==> src/rtl/cnn_layer_accel_cascade_ctrl.sv <==
// Cascade interconnect and sync barrier for a chain of cnn_layer_accel_quad
// instances. One FWFT link FIFO sits between each quad's cascade output and
// the next quad's cascade input; the chain head and tail pass straight
// through. Two sticky, masked AND-barriers gather pip_primed / pfb_loaded.

// One link FIFO: first-word-fall-through, registered level, no bypass path.
module cnn_layer_accel_cascade_link #(
  parameter int DW    = 16,
  parameter int DEPTH = 8
) (
  input  logic                       clk_core,
  input  logic                       rst,
  input  logic                       flush,
  input  logic                       push_valid,
  input  logic [DW-1:0]              push_data,
  output logic                       push_ready,
  output logic                       pop_valid,
  input  logic                       pop_ready,
  output logic [DW-1:0]              pop_data,
  output logic [$clog2(DEPTH):0]     level
);
  localparam int PW = $clog2(DEPTH);
  localparam int LW = PW + 1;

  logic [DW-1:0] mem [DEPTH];
  logic [PW-1:0] wr_ptr_q, wr_ptr_d;
  logic [PW-1:0] rd_ptr_q, rd_ptr_d;
  logic [LW-1:0] level_q, level_d;
  logic          push, pop;

  // Ready/valid come only from the registered level, so a word pushed into
  // an empty link shows up downstream on the following cycle.
  assign push_ready = (level_q < LW'(DEPTH));
  assign pop_valid  = (level_q != '0);
  assign pop_data   = mem[rd_ptr_q];
  assign level      = level_q;

  assign push = push_valid & push_ready;
  assign pop  = pop_valid & pop_ready;

  // Next-state for pointers and level; flush discards any same-cycle traffic.
  always_comb begin
    wr_ptr_d = wr_ptr_q;
    rd_ptr_d = rd_ptr_q;
    level_d  = level_q;
    if (flush) begin
      wr_ptr_d = '0;
      rd_ptr_d = '0;
      level_d  = '0;
    end else begin
      if (push) wr_ptr_d = wr_ptr_q + 1'b1;
      if (pop)  rd_ptr_d = rd_ptr_q + 1'b1;
      case ({push, pop})
        2'b10:   level_d = level_q + LW'(1);
        2'b01:   level_d = level_q - LW'(1);
        default: level_d = level_q;
      endcase
    end
  end

  // Pointer and level state.
  always_ff @(posedge clk_core or negedge rst) begin
    if (!rst) begin
      wr_ptr_q <= '0;
      rd_ptr_q <= '0;
      level_q  <= '0;
    end else begin
      wr_ptr_q <= wr_ptr_d;
      rd_ptr_q <= rd_ptr_d;
      level_q  <= level_d;
    end
  end

  // Storage write; contents need no reset since level gates visibility.
  always_ff @(posedge clk_core) begin
    if (push && !flush) mem[wr_ptr_q] <= push_data;
  end
endmodule

module cnn_layer_accel_cascade_ctrl #(
  parameter int C_NUM_QUADS  = 4,
  parameter int C_DATA_WIDTH = 16,
  parameter int C_FIFO_DEPTH = 8
) (
  input  logic                                              clk_core,
  input  logic                                              rst,
  input  logic                                              flush,
  input  logic                                              head_valid,
  input  logic [C_DATA_WIDTH-1:0]                           head_data,
  output logic                                              head_ready,
  input  logic [C_NUM_QUADS-1:0]                            cascade_out_valid,
  output logic [C_NUM_QUADS-1:0]                            cascade_out_ready,
  input  logic [C_NUM_QUADS*C_DATA_WIDTH-1:0]               cascade_out_data,
  output logic [C_NUM_QUADS-1:0]                            cascade_in_valid,
  input  logic [C_NUM_QUADS-1:0]                            cascade_in_ready,
  output logic [C_NUM_QUADS*C_DATA_WIDTH-1:0]               cascade_in_data,
  output logic                                              tail_valid,
  input  logic                                              tail_ready,
  output logic [C_DATA_WIDTH-1:0]                           tail_data,
  input  logic [C_NUM_QUADS-1:0]                            quad_enable,
  input  logic [C_NUM_QUADS-1:0]                            pip_primed,
  input  logic [C_NUM_QUADS-1:0]                            pfb_loaded,
  input  logic                                              barrier_clear,
  output logic                                              all_pip_primed,
  output logic                                              all_pfb_loaded,
  output logic [(C_NUM_QUADS-1)*($clog2(C_FIFO_DEPTH)+1)-1:0] link_level
);
  localparam int N  = C_NUM_QUADS;
  localparam int DW = C_DATA_WIDTH;
  localparam int LW = $clog2(C_FIFO_DEPTH) + 1;

  logic [N-1:0][DW-1:0] out_data_a;
  logic [N-1:0][DW-1:0] in_data_a;
  logic [N-1:0]         in_valid_a;
  logic [N-1:0]         out_ready_a;
  logic [N-2:0][LW-1:0] level_a;

  assign out_data_a        = cascade_out_data;
  assign cascade_in_data   = in_data_a;
  assign cascade_in_valid  = in_valid_a;
  assign cascade_out_ready = out_ready_a;
  assign link_level        = level_a;

  // Chain head feeds quad 0 directly; tail exposes the last quad directly.
  assign in_valid_a[0]  = head_valid;
  assign in_data_a[0]   = head_data;
  assign head_ready     = cascade_in_ready[0];
  assign tail_valid     = cascade_out_valid[N-1];
  assign tail_data      = out_data_a[N-1];
  assign out_ready_a[N-1] = tail_ready;

  for (genvar i = 0; i < N-1; i++) begin : g_link
    cnn_layer_accel_cascade_link #(
      .DW    (DW),
      .DEPTH (C_FIFO_DEPTH)
    ) u_link (
      .clk_core   (clk_core),
      .rst        (rst),
      .flush      (flush),
      .push_valid (cascade_out_valid[i]),
      .push_data  (out_data_a[i]),
      .push_ready (out_ready_a[i]),
      .pop_valid  (in_valid_a[i+1]),
      .pop_ready  (cascade_in_ready[i+1]),
      .pop_data   (in_data_a[i+1]),
      .level      (level_a[i])
    );
  end

  // Disabled quads are treated as done; an empty mask never satisfies.
  logic raw_pip, raw_pfb;
  logic all_pip_q, all_pip_d;
  logic all_pfb_q, all_pfb_d;

  assign raw_pip = (&(pip_primed | ~quad_enable)) & (|quad_enable);
  assign raw_pfb = (&(pfb_loaded | ~quad_enable)) & (|quad_enable);

  // Sticky set, clear has priority over a same-cycle set.
  always_comb begin
    all_pip_d = all_pip_q | raw_pip;
    all_pfb_d = all_pfb_q | raw_pfb;
    if (barrier_clear) begin
      all_pip_d = 1'b0;
      all_pfb_d = 1'b0;
    end
  end

  // Barrier output registers.
  always_ff @(posedge clk_core or negedge rst) begin
    if (!rst) begin
      all_pip_q <= 1'b0;
      all_pfb_q <= 1'b0;
    end else begin
      all_pip_q <= all_pip_d;
      all_pfb_q <= all_pfb_d;
    end
  end

  assign all_pip_primed = all_pip_q;
  assign all_pfb_loaded = all_pfb_q;
endmodule

==> config.mk <==
export PLATFORM = sky130hd
export DESIGN_NAME = cnn_layer_accel_cascade_ctrl
export DESIGN_NICKNAME = d
export VERILOG_FILES = /design/src/rtl/cnn_layer_accel_cascade_ctrl.sv
export SDC_FILE = /design/constraint.sdc
export NUM_CORES = 1
export LEC_CHECK = 0
export CORE_ASPECT_RATIO = 0.9
export CORE_MARGIN = 2
export CORE_UTILIZATION = 39
export DETAILED_ROUTE_END_ITERATION = 8
export PLACE_DENSITY = 0.59
export REMOVE_ABC_BUFFERS = 1
export SLEW_MARGIN = 20
export SYNTH_ARGS = -nofsm -noshare
export SYNTH_HDL_FRONTEND = slang
export SYNTH_SLANG_ARGS = --single-unit
==> constraint.sdc <==
create_clock -name clk_core -period 2.39 [get_ports clk_core]
set_input_delay 0.478 -clock clk_core [delete_from_list [all_inputs] [get_ports clk_core]]
set_output_delay 0.478 -clock clk_core [all_outputs]
set_load 0.05 [all_outputs]
After elaboration in Yosys (flattened, before gate mapping)
Memory sizes are Yosys's and may differ from the RTL's. Cells that the tools add are included.

Register bits: 32. RAM bits: 384. Input port bits: 106. Output and inout bits: 104. Memories kept: 3.

Memory list: g_link[0].u_link.mem (words 8, width 16, read ports 1, clocked after memory_dff 0, write ports 1, RTL line 25) `logic [DW-1:0] mem [DEPTH];`; g_link[1].u_link.mem (words 8, width 16, read ports 1, clocked after memory_dff 0, write ports 1, RTL line 25); g_link[2].u_link.mem (words 8, width 16, read ports 1, clocked after memory_dff 0, write ports 1, RTL line 25).

$add $sub $neg: 12. Order comparisons: 3. Eq/ne operators: 6. Multiplexer cells: 26. Bitwise operators: 13. Reduce and logical (&&, ||, !) cells: 19.

Operators with widths (number): 3-bit two-way mux (12); 4-bit case mux with 2 select lines (3); 3-bit by 1-bit adder with 3-bit output, second input constant (6); 4-bit by 1-bit adder with 4-bit output, second input constant (3); 4-bit < comparator, second input constant (3); 4-bit two-way mux (3); 2-bit nonzero test (6); 4-bit nonzero test (3); 4-bit by 1-bit subtractor with 4-bit output, second input constant (3); 3-bit nonzero test (3); 1-bit bitwise AND (8); 1-bit two-way mux (8); 4-bit bitwise OR (2); 4-bit AND reduction (2); 2-bit by 1-bit equality test with 1-bit output, second input constant (3); 2-bit equality test, second input constant (3); 4-bit NOT (1); 4-bit OR reduction (1); 1-bit logical AND (3); 1-bit bitwise OR (2); 1-bit zero test (1).

Depth between registers and ports, before layout
Gate-level depths: netlist of the first run.

Depth in word-level cells: 6. Mapped depth: 8.

Hierarchy
A second synthesis of the first run with hierarchy kept.

Cell total of the unflattened synthesis: 838. Area, all modules: 16828.6 µm².

Modules (own cells, without submodules): cnn_layer_accel_cascade_link (g_link[1].u_link ...) (times used 2, cells an instance 260, area each 5465.2 µm², seq. area each 4093.9 µm²); cnn_layer_accel_cascade_link (g_link[0].u_link) (times used 1, cells an instance 267, area each 5502.8 µm², seq. area each 4093.9 µm²); cnn_layer_accel_cascade_ctrl (times used 1, cells an instance 51, area each 395.4 µm², seq. area each 50.0 µm²).

Worst setup path after synthesis of the first run
Ideal clock, no wire load.

Path kind: register -> register. Start: register g_link[0].u_link.level_q[3]. End: memory g_link[0].u_link.mem[0][0] (enable). Arrival time: 2.512 ns. Setup slack: -0.532 ns. Stages on the path, launching flop included: 5. Buffers on the path: 1. Period minus slack after synthesis: 2.922 ns. Cell sequence: dfrtp_1 -> nand2b_1 -> buf_1 -> or3_1 -> nor3_1.

Word-level cells in the longest chain between the ends: 5.

RTL lines: start: declaration (RTL line 28) `logic [LW-1:0] level_q, level_d;`; start signal: assignment (RTL line 70) `level_q <= level_d;`; 4-bit < comparator (RTL line 33) `assign push_ready = (level_q < LW'(DEPTH));`; 1-bit bitwise AND (RTL line 38) `assign push = push_valid & push_ready;`; 1-bit logical AND (RTL line 76) `if (push && !flush) mem[wr_ptr_q] <= push_data;`; 1-bit two-way mux (RTL line 76); 1-bit two-way mux (implied by the code) (RTL line 76); end: declaration (RTL line 25).

Every way passes these cells.

Final worst setup path of the first run
Start: register g_link[0].u_link.rd_ptr_q[0]. End: output port cascade_in_data[27].

Word-level cells in the longest chain between the ends: 1.

RTL lines: start: declaration (RTL line 27) `logic [PW-1:0] rd_ptr_q, rd_ptr_d;`; start signal: assignment (RTL line 69) `rd_ptr_q <= rd_ptr_d;`; memory read 8 x 16 bit; end: declaration (RTL line 96) `output logic [C_NUM_QUADS*C_DATA_WIDTH-1:0] cascade_in_data,`.

Every way passes these cells.

==> run_results.csv, run 1 <==
group,metric,value,unit
cts,clk_pin_slew,0.06,ns
flow_run,drv_cap,0,
synthesis,muxShareOfSynthArea,16.5,%
synthesis,yosysWarningCount,0,
placed_design,io_buffers,137,
cts,cts_htree_levels,2,
detailed_routing,num_vias,8335,
pwr,pwr-share-clk,29.6,%
pwr,p_leak,7.26,nW
worst_setup_path,critical_path.slowest_cell,"mux4_2",
synthesis,synth_area,16800,µm²
final_layout,fillCellCount,3483,
synthesis,syn_avg_cell_area,19.9,µm²
worst_setup_path,crit_family,"multiplexers",
synthesis,synth_seq_cells,416,
sta,period_needed,2.73,ns
global_route,antenna_found_initial,1,
sta,tightestPinTransition,0.592,ns
detailed_routing,drtIter0Drc,529,
global_route,grt_max_degree,35,
detailed_routing,post-route-drc-count,0,
cts,cts_tree,"yes",
sta,fin_ws,-0.342,ns
sta,setup_viol,48,
worst_setup_path,start_kind,"flop",
final_layout,syn_to_final_growth,26.2,%
run_status,violations,"negative setup slack",
sta,maxSlewHeadroom,60.5,%
synthesis,yosys.area.top_type,"edfxtp_1",
synthesis,yosys.area_share.simple,3.12,%
die,die_area,44800,µm²
detailed_routing,drt-vias-per-instance,5.09,
die,die_h,201,µm
placed_design,post-place-cells,1533,
final_layout,multi_input_area,4130,µm²
worst_setup_path,critPathMaxStageDelay,0.51,ns
synthesis,ys_seq_area_share,73.3,%
detailed_routing,totalWireLength,35000,µm
placed_design,routabilityCongestion,0.755,
die,core,42800,µm²
final_layout,drive_above_1_share,36.0,%
pwr,pwr_density_cell,1010,nW/µm²
synthesis,synth_area_leaders,"edfxtp_1 (69%), mux4_2 (13%), dfrtp_1 (4.8%)",
sta,hold_violations,0,
worst_setup_path,path_max_fanout,6,
worst_setup_path,critPathArrivalTime,2.25,ns
detailed_routing,wire_per_inst,21.4,µm
worst_setup_path,crit_buf_inv,3,
worst_hold_path,hp-class,"input port to asynchronous set/reset pin",
global_route,grt_pass1_wl,53000,µm
synthesis,synth_top_family_by_area,"multiplexers",
final_layout,nets,1166,
worst_setup_path,crit_chain,"buf_6 > buf_12 > mux4_2 > mux2_4 > buf_6",
synthesis,ys.flop_type,"edfxtp_1",
cts,clock_insertion_delay_worst_skew,0.57,ns
die,die_w,223,µm
worst_setup_path,crit_top_cell,"buf_6",
sta,skew,0.0225,ns
sta,drv_slew,0,
cts,clock-sinks,416,
synthesis,synth-xor-area-share,0.989,%
worst_setup_path,critPathCaptureType,"primary output",
cts,cts-root-buf,"clkbuf_16",
sta,grt_setup_unrepaired,"true",
pwr,irDropWorstVdd,0.622,mV
cts,ctsLongestPathBuffers,3,
synthesis,ys_async_sr_fraction,7.69,%
sta,fmaxAchievable,0.366,GHz
final_layout,stdcell_count,1637,
detailed_routing,drtAntennaViolNets,0,
synthesis,post-synth-top-count-cell,"edfxtp_1",
die,std_cell_rows,72,
synthesis,synth_top_area_share,68.5,%
final_layout,diodes,0,
synthesis,synth_compound_area_share,2.15,%
synthesis,synthCells,844,
placed_design,hpwl,21700,µm
pwr,swShare,29.9,%
run_status,status,"finished with violations",
detailed_routing,dr.pass1.iters,4,
pwr,switching_power,6.41,mW
global_route,overflow,0,
sta,period_share,114,%
pwr,p_seq_share,39.9,%
final_layout,register_area,12300,µm²
pwr,p_int,15.0,mW
worst_setup_path,worstPathRequired,1.91,ns
sta,fin_hold_ws,0.464,ns
worst_setup_path,crit_type,"flop to primary output",
synthesis,synth_edf_count,384,
die,io_pins,210,
synthesis,synthAdderAreaFrac,0.892,%
synthesis,ys_types,39,
cts,numCtsBuffers,43,
global_route,grt_pass1_vias,8553,
die,start_util,39.3,%
synthesis,ys_top_cells_by_count,"edfxtp_1 (384), mux4_2 (96), nor2_1 (49)",
global_route,grt_usage,15.7,%
pwr,comb_power_share,30.5,%
layer usage:
metal	wire (µm)	vias to the layer above	global-route usage, %
met3	1870	45	4.44
met2	16200	193	23.7
li1	-	3761	-
met4	510	4	3.84
met5	55	-	1.08
met1	16400	4332	22.5
metrics by stage:
stage          utilization, %  total power [mW]  worst slack, ns  instance area [µm²]  TNS (ns)
2_1_floorplan               -              12.4           -0.544                16400    -65.53
3_3_place_gp             44.8              14.4           0.0406                19200         0
3_5_place_dp             44.8              14.5           0.0255                19200         0
4_1_cts                  49.3              21.5           -0.407                21100    -16.91
5_1_grt                  49.6              22.3           -0.427                21200    -18.42
6_report                 49.6              21.4           -0.342                21200    -14.39
flip-flops by register name, summed over array words and instances, names as in the netlist:
register / flops
g_link.u_link.rd_ptr_q: 9
all_pip_primed: 1
g_link.u_link.mem: 384
all_pfb_loaded: 1
g_link.u_link.level: 12
g_link.u_link.wr_ptr_q: 9
layout by cell type (no fill, tap or decap), types with 3 or more instances in the layout:
cell type,netlist,routed
clkbuf_16,0,45
mux2_2,48,16
bufinv_16,0,3
clkinv_2,0,9
o41ai_4,3,3
inv_6,0,4
and3_1,3,3
nand2b_1,10,10
edfxtp_1,384,384
clkbuf_1,19,6
o21ai_0,4,4
ha_1,12,12
dfrtp_2,0,9
clkdlybuf4s50_1,0,73
a21oi_1,10,10
a22oi_1,4,4
nor3_2,0,6
mux2i_1,7,7
nand2_1,21,21
a31oi_1,6,6
clkinvlp_4,0,3
dlygate4sd2_1,0,7
xnor2_1,9,9
or4_4,0,3
nor2_1,49,49
mux4_2,96,96
dfrtp_1,32,23
inv_1,12,12
xor2_1,10,10
nor2b_1,7,7
buf_6,0,45
or3_1,3,3
buf_4,42,65
buf_12,0,29
mux2_4,0,32
buf_8,0,14
clkinv_1,0,11
final cells by class:
class                           count  area share, %
Sequential cell                   416           58.1
Multi-Input combinational cell    336           19.5
Tap cell                          555           3.27
Inverter                           12          0.212
Clock buffer                       49           5.17
Timing Repair Buffer              239           12.6
Clock inverter                     30           1.10
power groups by stage:
| stage | clock (mW) | sequential [mW] | combinational [mW] |
|---|---|---|---|
| final | 6.34 | 8.55 | 6.53 |
| after global routing | 6.79 | 8.58 | 6.92 |
| after CTS | 6.54 | 8.54 | 6.47 |
| after detailed placement | 0 | 8.71 | 5.75 |
| after global placement | 0 | 8.71 | 5.72 |
| after floorplan | 0 | 9.21 | 3.23 |
cell families (layout without fill, tap and decap cells):
kind of cell,Yosys count,in the layout
flip-flops,416,416
multiplexers,151,151
AND/OR/NAND/NOR,112,112
buffers and inverters,92,330
AO/OA/AOI/OAI,42,42
XOR/XNOR,19,19
adder cells (fa/ha/maj),12,12
what timing repair did:
action	CTS	global route
hold buffers	1	0
setup buffers	18	3
setup endpoints to repair	61	50
gates resized for setup	101	31
cloned	4	2
pin swaps	0	0
endpoints found under the hold margin	20	0
path summary, 6_finish.rpt:
| path | from | endpoint | slack [ns] | cells past startpoint |
|---|---|---|---|---|
| max in group asynchronous | rst | g_link[0].u_link.level[0] | 1.38 | 3 |
| worst max register to register | g_link[2].u_link.level[3] | g_link[2].u_link.level[3] | 0.22 | 8 |
| worst max-delay path | g_link[0].u_link.rd_ptr_q[0] | cascade_in_data[27] | -0.34 | 5 |
| worst min register to register | all_pip_primed | all_pip_primed | 0.51 | 2 |
| worst min-delay path | rst | g_link[0].u_link.level[3] | 0.46 | 2 |
| min in group clk_core | barrier_clear | all_pfb_loaded | 0.48 | 2 |
worst register-to-register path: cells and delay by family (launching register included):
kind,cells,cell delay [ns]
simple gates,1,0.11
compound gates,4,0.81
mux,1,0.25
flops,1,0.44
fa+ha+maj,1,0.30
buf+inv,1,0.15
(Power assumes the default switching activity.)
==> inputs of run 2 (changes only) <==
CAP_MARGIN = 20   (was default)
DONT_BUFFER_PORTS = 1   (was default)
PLACE_DENSITY = 0.52   (was 0.59)
==> run 2 against run 1 <==
Effect of this change:
- the flow still finishes with violations (negative setup slack)
- clock skew down 0.0076 ns
- worst setup slack better by 0.11 ns
- cell area fell by 4.4%
- combinational power fell by 9.8%
- global-route usage up 1.4 points
- die area stayed put
- first-iteration DRC count decreased by 16%
- maximum frequency is 4.1% higher
- worst hold slack worse by 0.36 ns
- core utilization fell by 2.2 points
- flip-flop and latch count stayed put
- critical endpoint is now cascade_in_data[40]
- highest routed layer unchanged
==> run_results.csv, run 2 (synthesis gave the netlist of run 1 again) <==
group,metric,value,unit
worst_hold_path,hp-class,"input port to flop",
final_layout,largest_reg_flops,384,
pwr,comb_power_share,27.5,%
pwr,total_power,21.4,mW
sta,period_share,110,%
worst_setup_path,worstPathRequired,1.91,ns
worst_setup_path,critPathCaptureType,"primary output",
detailed_routing,drtIter0Drc,444,
global_route,grt_max_degree,35,
pwr,p_int,15.0,mW
global_route,grt_usage,17.1,%
final_layout,final_common_cell,"edfxtp_1",
pwr,irDropWorstVdd,0.907,mV
detailed_routing,totalWireLength,37900,µm
placed_design,io_buffers,0,
detailed_routing,drtAntennaViolNets,0,
die,io_pins,210,
die,start_util,39.3,%
worst_setup_path,setup.worst_path.end,"cascade_in_data[40]",
die,std_cell_rows,72,
die,die_h,201,µm
sta,grt_setup_unrepaired,"true",
cts,cts-root-buf,"clkbuf_16",
final_layout,syn_to_final_growth,20.6,%
worst_setup_path,r2r-start,"g_link[2].u_link.level[3]",
sta,drv_slew,0,
placed_design,hpwl,21700,µm
die,die_area,44800,µm²
worst_setup_path,critical_path.slowest_cell,"mux4_2",
cts,cts_tree,"yes",
placed_design,dpl_worst_slack,0.190,ns
worst_setup_path,reg2regPathDepth,8,
worst_setup_path,crit_buf_inv,2,
final_layout,layout_common_cells,"edfxtp_1 (384), mux4_2 (96), dlygate4sd3_1 (51)",
worst_setup_path,path_max_fanout,8,
sta,fin_ws,-0.235,ns
cts,numCtsBuffers,43,
worst_setup_path,crit_type,"flop to primary output",
run_status,status,"finished with violations",
sta,fmaxAchievable,0.381,GHz
sta,tns,-9.67,ns
worst_setup_path,crit_chain,"buf_12 > clkbuf_16 > mux4_2 > mux2_4",
worst_setup_path,r2r_slack,0.22,ns
global_route,grt_pass1_wl,56700,µm
worst_setup_path,start_kind,"flop",
worst_setup_path,r2r_end,"g_link[2].u_link.level[3]",
detailed_routing,wire_per_inst,24.8,µm
global_route,antenna_found_initial,1,
placed_design,placedInstanceArea,17700,µm²
final_layout,drive_above_1_share,31.9,%
worst_setup_path,cp.depth,4,
final_layout,fin_area,20300,µm²
worst_setup_path,crit_family,"multiplexers",
worst_setup_path,critPathArrivalTime,2.15,ns
pwr,swShare,29.8,%
final_layout,nets,1056,
pwr,pwr_density_cell,1050,nW/µm²
sta,skew,0.0149,ns
sta,setup_viol,48,
detailed_routing,dr.pass1.iters,7,
cts,clk_pin_slew,0.06,ns
sta,period_needed,2.62,ns
run_status,violations,"negative setup slack",
sta,hold_violations,0,
detailed_routing,num_vias,8224,
pwr,p_leak,6.79,nW
cts,clock_insertion_delay_worst_skew,0.56,ns
worst_setup_path,cp-startpoint,"g_link[1].u_link.rd_ptr_q[0]",
die,die_w,223,µm
cts,clock-sinks,416,
sta,maxSlewHeadroom,65.3,%
cts,cts_htree_levels,2,
sta,tightestPinTransition,0.517,ns
worst_setup_path,critPathMaxStageDelay,0.50,ns
pwr,switching_power,6.37,mW
global_route,overflow,0,
flow_run,drv_cap,0,
die,core,42800,µm²
final_layout,top_register,"g_link.u_link.mem",
placed_design,routabilityCongestion,0.764,
detailed_routing,post-route-drc-count,0,
cts,ctsLongestPathBuffers,3,
detailed_routing,drt-vias-per-instance,5.38,
pwr,pwr-share-clk,32.7,%
global_route,grt_pass1_vias,8963,
pwr,p_seq_share,39.8,%
==> run 2: cell count changes in the layout (fill, tap and decap cells not counted), moves of 7 or more <==
cell             delta
mux2_4             +16
dlygate4sd2_1       -7
dlygate4sd3_1      +50
mux2_2             -16
buf_8              -14
buf_4              -22
buf_12              -8
clkdlybuf4s50_1    -73
buf_6              -39
==> run 2: worst min path at each step <==
stage	start	endpoint	slack, ns	cells after the start
global route	flush	g_link[0].u_link.level[3]	0.07	2
global placement	rst	g_link[0].u_link.level[3]	0.18	0
detailed placement	rst	g_link[0].u_link.level[3]	0.18	0
CTS	flush	g_link[0].u_link.level[3]	0.06	2
finish	flush	g_link[0].u_link.level[3]	0.10	2
floorplan	rst	all_pfb_loaded	0.18	0
==> run 2: power groups by stage <==
stage | Sequential, mW | Combinational (mW) | Clock [mW]
after CTS | 8.51 | 5.82 | 7.15
final | 8.51 | 5.89 | 6.99
after global placement | 8.64 | 4.85 | 0
after detailed placement | 8.67 | 4.93 | 0
after global routing | 8.53 | 6.23 | 7.43
after floorplan | 9.21 | 3.23 | 0
==> run 2: worst register-to-register path, stage by stage (launching register included) <==
cell and delay [ns]:
dfrtp_2 0.41, buf_4 0.16, o41ai_4 0.31, nor2_1 0.12
ha_1 0.34, o21ai_0 0.10, o31ai_1 0.32, mux2i_1 0.22
a21oi_1 0.08
==> run 2: what timing repair did <==
action / 4_1_cts / 5_1_grt
pin swaps: 0 / 0
cloned: 5 / 3
setup endpoints to repair: 51 / 48
setup buffers: 8 / 3
gates resized for setup: 64 / 2
hold endpoints to repair: 447 / 0
hold buffers: 53 / 0
==> run 2: per-stage QoR <==
step | utilization (%) | hold slack (ns) | std cells
3_3_place_gp | 41.4 | 0.184 | 1376
6_report | 47.4 | 0.104 | 1529
3_5_place_dp | 41.4 | 0.184 | 1376
5_1_grt | 47.4 | 0.0742 | 1529
2_1_floorplan | - | 0.182 | 764
4_1_cts | 47.1 | 0.0642 | 1522
==> run 2: area by class of cell <==
class,count,area [µm²]
multi-input cells,336,4190
clock buffers,49,1120
inverters,12,45.0
flip-flops and latches,416,12300
clock inverters,31,368
repair buffers,129,1530
well taps,555,694
fillers,3479,22500
diodes,1,2.50
==> run 2: metal layers <==
| layer | global-route usage [%] | vias to the layer above | wire [µm] |
|---|---|---|---|
| met2 | 27.9 | 271 | 18400 |
| met3 | 4.96 | 71 | 2720 |
| li1 | - | 3535 | - |
| met4 | 5.80 | 2 | 940 |
| met5 | 0.645 | - | 38 |
| met1 | 21.9 | 4345 | 15800 |
==> inputs of run 3 (changes only) <==
CORE_MARGIN = default   (was 2)
PLACE_DENSITY = 0.63   (was 0.52)
==> run 3 against run 2 <==
Effect of this change:
- the run still ends with negative setup slack left
- sequential power hardly changed
- cell area is 0.42% lower
- worst hold slack worse by 0.044 ns
- final cell count is 0.20% higher
- highest routed layer unchanged
- worst setup slack better by 0.0073 ns
- die area is 1.9% lower
- count of clock-buffer cells in the layout is 4 higher
==> run_results.csv, run 3 (synthesis gave the netlist of run 1 again) <==
group,metric,value,unit
run_status,status,"finished with violations",
run_status,violations,"negative setup slack",
die,core,42200,µm²
detailed_routing,post-route-drc-count,0,
flow_run,drv_cap,0,
die,die_h,199,µm
final_layout,fin_area,20200,µm²
cts,ctsLongestPathBuffers,3,
die,die_area,44000,µm²
worst_setup_path,crit_type,"flop to primary output",
worst_hold_path,hold_start,"flush",
global_route,grt_pass1_wl,52500,µm
placed_design,routabilityCongestion,0.742,
detailed_routing,drtIter0Drc,537,
placed_design,hpwl,20400,µm
global_route,overflow,0,
final_layout,syn_to_final_growth,20.1,%
sta,maxSlewHeadroom,65.2,%
worst_hold_path,min_to,"g_link[0].u_link.level[3]",
cts,cts_htree_levels,2,
global_route,antenna_found_initial,1,
worst_setup_path,path_max_fanout,6,
final_layout,diodes,0,
sta,fmaxAchievable,0.382,GHz
detailed_routing,dr.pass1.iters,4,
pwr,irDropWorstVdd,0.916,mV
sta,grt_setup_unrepaired,"true",
die,die_w,221,µm
pwr,pwr_density_cell,1030,nW/µm²
final_layout,drive_above_1_share,33.4,%
die,start_util,39.9,%
sta,skew,0.0244,ns
worst_hold_path,holdPathStages,2,
placed_design,dpl_worst_slack,0.240,ns
worst_setup_path,cp-startpoint,"g_link[0].u_link.rd_ptr_q[0]",
worst_setup_path,r2r-start,"g_link[2].u_link.level[1]",
die,io_pins,210,
cts,numCtsBuffers,43,
final_layout,top_register,"g_link.u_link.mem",
pwr,p_leak,6.80,nW
detailed_routing,drtAntennaViolNets,0,
detailed_routing,num_vias,8125,
worst_setup_path,r2r_end,"g_link[2].u_link.level[3]",
placed_design,post-place-cells,1378,
worst_setup_path,reg2regPathDepth,8,
final_layout,nets,1069,
final_layout,stdcell_count,1532,
worst_setup_path,r2r_slack,0.21,ns
worst_setup_path,critPathCaptureType,"primary output",
cts,clock-sinks,416,
worst_setup_path,start_kind,"flop",
sta,period_share,110,%
cts,clk_pin_slew,0.06,ns
placed_design,placedInstanceArea,17700,µm²
sta,drv_slew,0,
final_layout,largest_reg_flops,384,
sta,tightestPinTransition,0.522,ns
final_layout,fillCellCount,3427,
sta,period_needed,2.62,ns
final_layout,final_common_cell,"edfxtp_1",
global_route,grt_pass1_vias,8304,
detailed_routing,wire_per_inst,23.2,µm
worst_setup_path,critPathArrivalTime,2.14,ns
sta,setup_viol,48,
worst_hold_path,hp-class,"input port to flop",
final_layout,layout_common_cells,"edfxtp_1 (384), mux4_2 (96), buf_4 (56)",
cts,clock_insertion_delay_worst_skew,0.59,ns
placed_design,io_buffers,0,
die,std_cell_rows,71,
global_route,grt_usage,16.0,%
cts,cts-root-buf,"clkbuf_16",
sta,fin_ws,-0.228,ns
detailed_routing,drt-vias-per-instance,5.30,
detailed_routing,totalWireLength,35500,µm
cts,cts_tree,"yes",
worst_setup_path,worstPathRequired,1.91,ns
sta,hold_violations,0,
global_route,grt_max_degree,35,
## run 3: changes by cell type in the layout (fill, tap and decap cells not counted), moves of 2 or more
cell	before	now
buf_12	21	14
clkbuf_16	47	49
buf_16	5	0
nor2_2	0	5
buf_8	0	6
nor2_1	49	44
buf_4	43	56
inv_6	1	4
clkbuf_1	5	9
bufinv_16	8	3
buf_6	6	10
clkinv_1	9	5
## run 3: worst max-delay path by stage
stage | end | slack [ns] | cells past startpoint
6_report | cascade_in_data[24] | -0.23 | 4
2_1_floorplan | cascade_in_data[16] | -0.54 | 2
3_3_place_gp | cascade_in_data[55] | 0.25 | 3
5_1_grt | cascade_in_data[60] | -0.30 | 4
3_5_place_dp | cascade_in_data[51] | 0.24 | 3
4_1_cts | cascade_in_data[20] | -0.27 | 3
## run 3: critical path, cell delays in order, from the launching register on
cell and delay [ns]:
dfrtp_2 0.39, buf_12 0.13, clkbuf_16 0.16, mux4_2 0.51
mux2_4 0.36
## run 3: power breakdown
group,switching [mW],total [mW],internal (mW),leakage [nW]
logic,3.34,5.87,2.53,2.22
clock network,2.81,6.53,3.72,0.678
registers,0.202,8.48,8.27,3.89
## run 3: repair_timing
action | 4_1_cts | 5_1_grt
pin swaps | 0 | 0
endpoints found under the setup margin | 51 | 50
cloned | 1 | 8
gates resized for setup | 73 | 5
hold endpoints to repair | 448 | 0
buffers inserted | 11 | 4
hold buffers | 52 | 0
## run 3: layer usage
metal	wire length (µm)	vias up	GRT usage (%)
li1	-	3562	-
met1	15100	4297	20.5
met2	17100	210	25.6
met3	2500	52	5.84
met4	737	4	4.71
met5	61	-	1.11
## run 3: per-stage QoR
step           power, mW  hold WS (ns)  setup TNS (ns)  utilization, %
2_1_floorplan       12.4         0.182          -65.53               -
3_3_place_gp        13.5         0.184               0            41.9
3_5_place_dp        13.6         0.184               0            41.9
4_1_cts             20.9        0.0222          -10.62            47.4
5_1_grt             21.7        0.0279          -12.48            47.9
6_report            20.9        0.0599           -9.02            47.9
## run 3: layout make-up
class / count / area (µm²) / area share [%]
sequential: 416 / 12300 / 61.1
multi-input combinational: 336 / 4210 / 20.8
timing repair buffer: 142 / 1550 / 7.69
clock inverter: 26 / 256 / 1.27
tap: 547 / 684 / 3.39
clock buffer: 53 / 1120 / 5.56
inverter: 12 / 45.0 / 0.223
